File: src/rtl/grf_mp.sv
// Multi-port general register file with write-through read bypass, a $gp/$sp
// reset image and a sequential soft-clear sweep engine.
module grf_mp #(
   parameter int              DW      = 32,
   parameter int              AW      = 5,
   parameter int              NUM_RD  = 2,
   parameter int              GP_IDX  = 28,
   parameter logic [DW-1:0]   GP_INIT = 32'h0000_1800,
   parameter int              SP_IDX  = 29,
   parameter logic [DW-1:0]   SP_INIT = 32'h0000_2ffc
) (
   input  logic                 clk,
   input  logic                 rst,
   input  logic [NUM_RD*AW-1:0] rd_addr,
   output logic [NUM_RD*DW-1:0] rd_data,
   input  logic                 we0,
   input  logic [AW-1:0]        waddr0,
   input  logic [DW-1:0]        wdata0,
   input  logic                 we1,
   input  logic [AW-1:0]        waddr1,
   input  logic [DW-1:0]        wdata1,
   input  logic                 clr_req,
   output logic                 clr_busy,
   output logic                 clr_done
);

   localparam int DEPTH = 2 ** AW;

   typedef enum logic [1:0] {
      S_IDLE,
      S_SWEEP,
      S_DONE
   } state_t;

   state_t        r_state;
   state_t        w_next;
   logic [DW-1:0] r_mem [DEPTH];
   logic [AW-1:0] r_idx;
   logic          r_busy;
   logic          r_done;
   logic          w_idle;

   function automatic logic [DW-1:0] resetVal(input logic [AW-1:0] a);
      if (a == AW'(GP_IDX)) return GP_INIT;
      else if (a == AW'(SP_IDX)) return SP_INIT;
      return '0;
   endfunction

   assign w_idle   = (r_state == S_IDLE);
   assign clr_busy = r_busy;
   assign clr_done = r_done;

   // Port 1 is written after port 0 so it wins a same-address collision;
   // register 0 is never written and stays at its reset value of zero.
   always_ff @(posedge clk or negedge rst) begin
      if (!rst) begin
         for (int i = 0; i < DEPTH; i++) r_mem[i] <= resetVal(AW'(i));
      end else if (r_state == S_IDLE) begin
         if (we0 && waddr0 != '0) r_mem[waddr0] <= wdata0;
         if (we1 && waddr1 != '0) r_mem[waddr1] <= wdata1;
      end else if (r_state == S_SWEEP) begin
         r_mem[r_idx] <= resetVal(r_idx);
      end
   end

   always_ff @(posedge clk or negedge rst) begin
      if (!rst) begin
         r_state <= S_IDLE;
         r_idx   <= AW'(1);
         r_busy  <= 1'b0;
         r_done  <= 1'b0;
      end else begin
         r_state <= w_next;
         r_idx   <= (r_state == S_SWEEP && w_next == S_SWEEP) ? r_idx + AW'(1) : AW'(1);
         r_busy  <= (w_next == S_SWEEP);
         r_done  <= (w_next == S_DONE);
      end
   end

   always_comb begin
      w_next = r_state;
      case (r_state)
         S_IDLE:  if (clr_req) w_next = S_SWEEP;
         S_SWEEP: if (r_idx == AW'(DEPTH - 1)) w_next = S_DONE;
         S_DONE:  w_next = S_IDLE;
         default: w_next = S_IDLE;
      endcase
   end

   // Bypass only while idle, since writes are dropped during the sweep.
   for (genvar k = 0; k < NUM_RD; k++) begin : g_rd
      logic [AW-1:0] w_addr;
      assign w_addr = rd_addr[k*AW +: AW];
      assign rd_data[k*DW +: DW] =
         (w_addr == '0)                         ? '0     :
         (w_idle && we1 && waddr1 == w_addr)    ? wdata1 :
         (w_idle && we0 && waddr0 == w_addr)    ? wdata0 :
                                                  r_mem[w_addr];
   end

endmodule

File: config.mk
export PLATFORM = sky130hd
export DESIGN_NAME = grf_mp
export DESIGN_NICKNAME = d
export VERILOG_FILES = /design/src/rtl/grf_mp.sv
export SDC_FILE = /design/constraint.sdc
export NUM_CORES = 2
export LEC_CHECK = 0
export CAP_MARGIN = 20
export CORE_AREA = 5 5 392 394
export CTS_CLUSTER_DIAMETER = 60
export CTS_CLUSTER_SIZE = 20
export DETAILED_ROUTE_END_ITERATION = 6
export DIE_AREA = 0 0 397 399
export PLACE_DENSITY = 0.79
export SLEW_MARGIN = 20
export SYNTH_ARGS = -nofsm -noshare
export SYNTH_HDL_FRONTEND = slang
export SYNTH_SLANG_ARGS = --single-unit
File: constraint.sdc
create_clock -name clk -period 7.45 [get_ports clk]
set_clock_uncertainty 0.2 [all_clocks]
set_input_delay 1.49 -clock clk [delete_from_list [all_inputs] [get_ports clk]]
set_output_delay 1.49 -clock clk [all_outputs]
set_load 0.1 [all_outputs]
Word-level counts from Yosys, hierarchy flattened
Index checks and enable logic that the tools add are counted.
W data, S select, Z words.
{"block": "op_classes", "n_eq_ne": 10, "mux": 39, "add_sub_neg": 1, "bitwise": 5, "n_reduce_logical": 18, "magnitude_cmp": 8}
{"cell": "$mux W1024", "n": 5}
{"cell": "$bwmux W1024", "n": 3}
{"cell": "$mux W32", "n": 18}
{"cell": "$demux W32 S5", "n": 3}
{"cell": "$bmux W32 S5", "n": 2}
{"cell": "$ge A6 B6 Y1 const B", "n": 5}
{"cell": "$not A5 Y6", "n": 5}
{"cell": "$eq A5 B5 Y1", "n": 4}
{"cell": "$lt A6 B1 Y1 const B", "n": 3}
{"cell": "$eq A5 B5 Y1 const B", "n": 3}
{"cell": "$logic_and A1 B1 Y1", "n": 12}
{"cell": "$logic_not A5 Y1", "n": 2}
{"cell": "$reduce_bool A5 Y1", "n": 2}
{"cell": "$add A5 B1 Y5 const B", "n": 1}
{"cell": "$mux W5", "n": 1}
{"cell": "$eq A2 B1 Y1 const B", "n": 2}
{"cell": "$mux W1", "n": 4}
{"cell": "$mux W2", "n": 2}
{"cell": "$pmux W2 S2", "n": 1}
{"cell": "$eq A2 B2 Y1 const B", "n": 1}
{"cell": "$logic_not A2 Y1", "n": 1}
{"cell": "$reduce_bool A2 Y1", "n": 1}
{"block": "totals", "out_inout_bits": 66, "elab_cells": 117, "reg_bits": 1033}

Logic depth before layout (Yosys ltp)
{"block": "logic_depth", "depth_word": 11, "depth_mapped": 10}

Worst setup path before layout
Ideal clock, no wire load.
{"block": "synth_path", "path_kind": "input to output", "start": "input port rd_addr[0]", "end": "output port rd_data[1]", "required_ps": 5760, "stages": 10, "path_buffers": 6, "path_slack_ps": 805, "t_arrival_ps": 4955, "path_cell_list": "buf_4 -> buf_6 -> buf_8 -> buf_8 -> buf_6 -> buf_6 -> mux2i_1 -> o221ai_1 -> a221oi_1 -> o31ai_1"}
{"block": "synth_between", "elab_chain_cells": 7}
{"item": "from (decl)", "line_no": "14", "source": "input logic [NUM_RD*AW-1:0] rd_addr,"}
{"item": "$not A5 Y6 (implied by the code)", "line_no": "98", "source": "r_mem[w_addr];"}
{"item": "$bmux W32 S5", "line_no": "98"}
{"item": "$mux W32 (implied by the code) (2 in a row)", "line_no": "98"}
{"item": "$mux W32", "line_no": "97", "source": "(w_idle && we0 && waddr0 == w_addr) ? wdata0 :"}
{"item": "$mux W32", "line_no": "96", "source": "(w_idle && we1 && waddr1 == w_addr) ? wdata1 :"}
{"item": "$mux W32 *", "line_no": "95", "source": "(w_addr == '0) ? '0 :"}
{"item": "to (decl)", "line_no": "15", "source": "output logic [NUM_RD*DW-1:0] rd_data,"}
Mark *: on every way between the ends. The rest lies on a longest branch, timed or not. The select of a mux whose other input is x is not followed.

Worst setup path after layout
{"block": "layout_path", "start": "input port rd_addr[1]", "end": "output port rd_data[18]"}
The elaborated chain is that of the path after synthesis.

==> impl_metrics.ini <==
[status]
outcome = finished with violations
failed_checks = DRC

[yosys]
synth_cell_type_count = 68
yosysTopAreaCell = dfrtp_1
synth-edff-count = 0
synthMostInstantiatedCell = mux2i_1
mappedNetlistNets = 7670
synth_flop_cell = dfrtp_1
yosysSeqAreaShare_pct = 34.2
syn_inst = 7576
async_flop_share_pct = 100
synth_area_leaders = dfrtp_1 (34%), mux2i_1 (16%), a22o_1 (12%)
syn_area_sq_mm = 0.0757
yosys_warnings = 0
synth_area_per_cell_sq_um = 9.99
synth_top_area_share_pct = 33.7
synth_common_cells = mux2i_1 (1,223), dfrtp_1 (1,019), a22o_1 (1,016)
ys_seq_elements = 1033

[worst_setup_path]
start_kind = input pin
critical_path_arrival_ps = 4880
cp_data_required_time_ps = 5760
critPathKind = in2out
cp_max_fo = 43
endpoint_kind = primary output
r2r_slack_ps = 2700
critPathSlowestCell = o31ai_1
path_delay_family = buffers and inverters
crit_chain = buf_8 -> buf_4 -> buf_4 -> mux4_2 -> a22o_1 -> nor2_1 -> o31ai_1 -> buf_12
cp_num_buf_inv = 4
max_stage_delay_ps = 1030
worst_path_most_repeated_cell = buf_4

[power]
ir_drop_mv = 0.224
p_per_area_mw_per_mm2 = 256
p_leak_nw = 36.0

[floorplan]
initial_core_util_pct = 50.7
chipHeight_microns = 399
chipWidth_microns = 397
ios = 155
dieArea_sq_mm = 0.158
std_cell_rows = 142
coreArea_sq_mm = 0.149

[timing]
slew_headroom_pct = 14.3
period_share_pct = 88.2
finalHoldViolations = 0
worstMarginPinSlew_ps = 1270
maxSlewViolCount = 0
setup_viol = 0
fmax_mhz = 152
finalSetupTns_ps = 0
fin_crit_ps = 6570
rsz0062_at_grt = no

[grt]
grtUsageTotal_pct = 37.9
grt_pass1_vias = 69100
grt_max_degree = 173
overflow = 0
grt_pass1_wl_mm = 455
antenna_found_initial = 28

[cells_and_area]
nNetsFinal = 7165
drive_above_1_share_pct = 14.9
final_util_pct = 54.7
fin_area_sq_mm = 0.0817
num-fill-cells = 12400
area_growth_pct = 7.91

[clock_tree]
root_buffer = clkbuf_16
numCtsBuffers = 87
clkTransAtPathRegs_ps = 70
post_cts_buffers = 0
h-tree-depth = 3
clk_latency_ps = 760
cts_tree = done
cts_resized = 0
cts_hold_buffers = 0
cts_num_sinks = 1033
clockBufferDepth = 3

[place]
dpl.hpwl_mm = 186
port-buffer-count = 154
place_area_sq_mm = 0.0785
gp_congestion = 1.01

[detailed_routing]
wl_per_cell_microns = 33.9
drt_drc_violations_left = 106
postRouteWirelength_mm = 311
via_per_inst = 7.79
drt_first_iter_violations = 14600
vias = 71500
firstDrtPassIters = 7
ant_nets = 0

[min_path]
hold_class = reg2reg

[flow_run]
maxCapViolations = 0
[area by class of cell]
type | count | area, sq um | area share [%]
inverters | 3 | 11.3 | 0.0138
clock inverters | 61 | 792 | 0.969
multi-input cells | 5519 | 45500 | 55.7
diodes | 17 | 42.5 | 0.0521
repair buffers | 427 | 4590 | 5.62
well taps | 2016 | 2520 | 3.09
clock buffers | 101 | 2330 | 2.85
flip-flops and latches | 1033 | 25900 | 31.7
[per-stage QoR]
stage | hold slack [ps] | power, mW | instances | worst slack (ps)
2_1_floorplan | 247 | 12.7 | 7576 | 805
3_3_place_gp | 254 | 14.9 | 8995 | 1120
3_5_place_dp | 268 | 15.3 | 8996 | 1150
4_1_cts | 287 | 20.5 | 9158 | 1140
5_1_grt | 305 | 21.5 | 9168 | 961
6_report | 286 | 20.9 | 9177 | 879
[sequential cells by signal, indices dropped and copies added, names as in the netlist]
signal / cells
r_state: 2
r_mem: 1024
clr_busy: 1
clr_done: 1
r_idx: 5
[worst reg2reg max path, stage by stage (launching register included)]
cell and delay [ps]:
dfrtp_1 380, buf_4 300, nor2_4 230, buf_4 680
buf_4 830, buf_4 780, buf_4 930, a22o_1 350
[layout by cell type (no fill, tap or decap), types with 23 or more instances in the layout]
| cell type | n |
|---|---|
| a211o_1 | 36 |
| a211oi_1 | 82 |
| a21o_1 | 53 |
| a21oi_1 | 588 |
| a221oi_1 | 24 |
| a22o_1 | 1016 |
| a22oi_1 | 30 |
| a32oi_1 | 64 |
| and2_1 | 38 |
| buf_12 | 90 |
| buf_4 | 247 |
| clkbuf_16 | 88 |
| clkdlybuf4s50_1 | 78 |
| dfrtp_1 | 1019 |
| mux2_2 | 32 |
| mux2i_1 | 1223 |
| mux4_2 | 388 |
| nand2_1 | 427 |
| nand2_2 | 23 |
| nand3_1 | 23 |
| nor2_1 | 670 |
| nor2_4 | 24 |
| o21ai_0 | 276 |
| o21ai_1 | 166 |
| o221ai_1 | 62 |
| o22ai_1 | 64 |
[kinds of logic (layout without fill, tap and decap cells)]
group / Yosys count / in the layout / synth area share, %
fa+ha+maj: 5 / 5 / 0.0826
flops: 1033 / 1033 / 34.2
other cells: 0 / 17 / 0
simple gates: 1299 / 1299 / 7.14
compound gates: 2550 / 2550 / 24.0
mux: 1643 / 1643 / 28.2
xor+xnor: 22 / 22 / 0.254
buf+inv: 1024 / 592 / 6.14
[metal layers]
metal	part of all wire [%]	global-route usage, %
met2	40	52.1
met3	18	18.2
met4	8.8	27.3
met1	33	46.1
met5	0.14	1.54
[path summary, 6_finish.rpt]
check,cells past startpoint,endpoint,from
min reg2reg,1,r_idx[0]$_DFF_PN1_,r_idx[0]$_DFF_PN1_
max reg2reg,7,r_mem[507]$_DFFE_PN0P_,r_state[0]$_DFF_PN0_
max in group asynchronous,3,r_mem[63]$_DFFE_PN0P_,rst
max,8,rd_data[18],rd_addr[1]
min,1,r_idx[0]$_DFF_PN1_,r_idx[0]$_DFF_PN1_
min in group asynchronous,1,r_mem[904]$_DFFE_PN0P_,rst
[power by group]
| part | internal (mW) | switching, mW |
|---|---|---|
| clock | 2.64 | 2.65 |
| combinational | 3.14 | 4.48 |
| sequential | 6.73 | 1.31 |
| total | 12.5 | 8.44 |
Note: power is estimated with default switching activity, not from simulation.
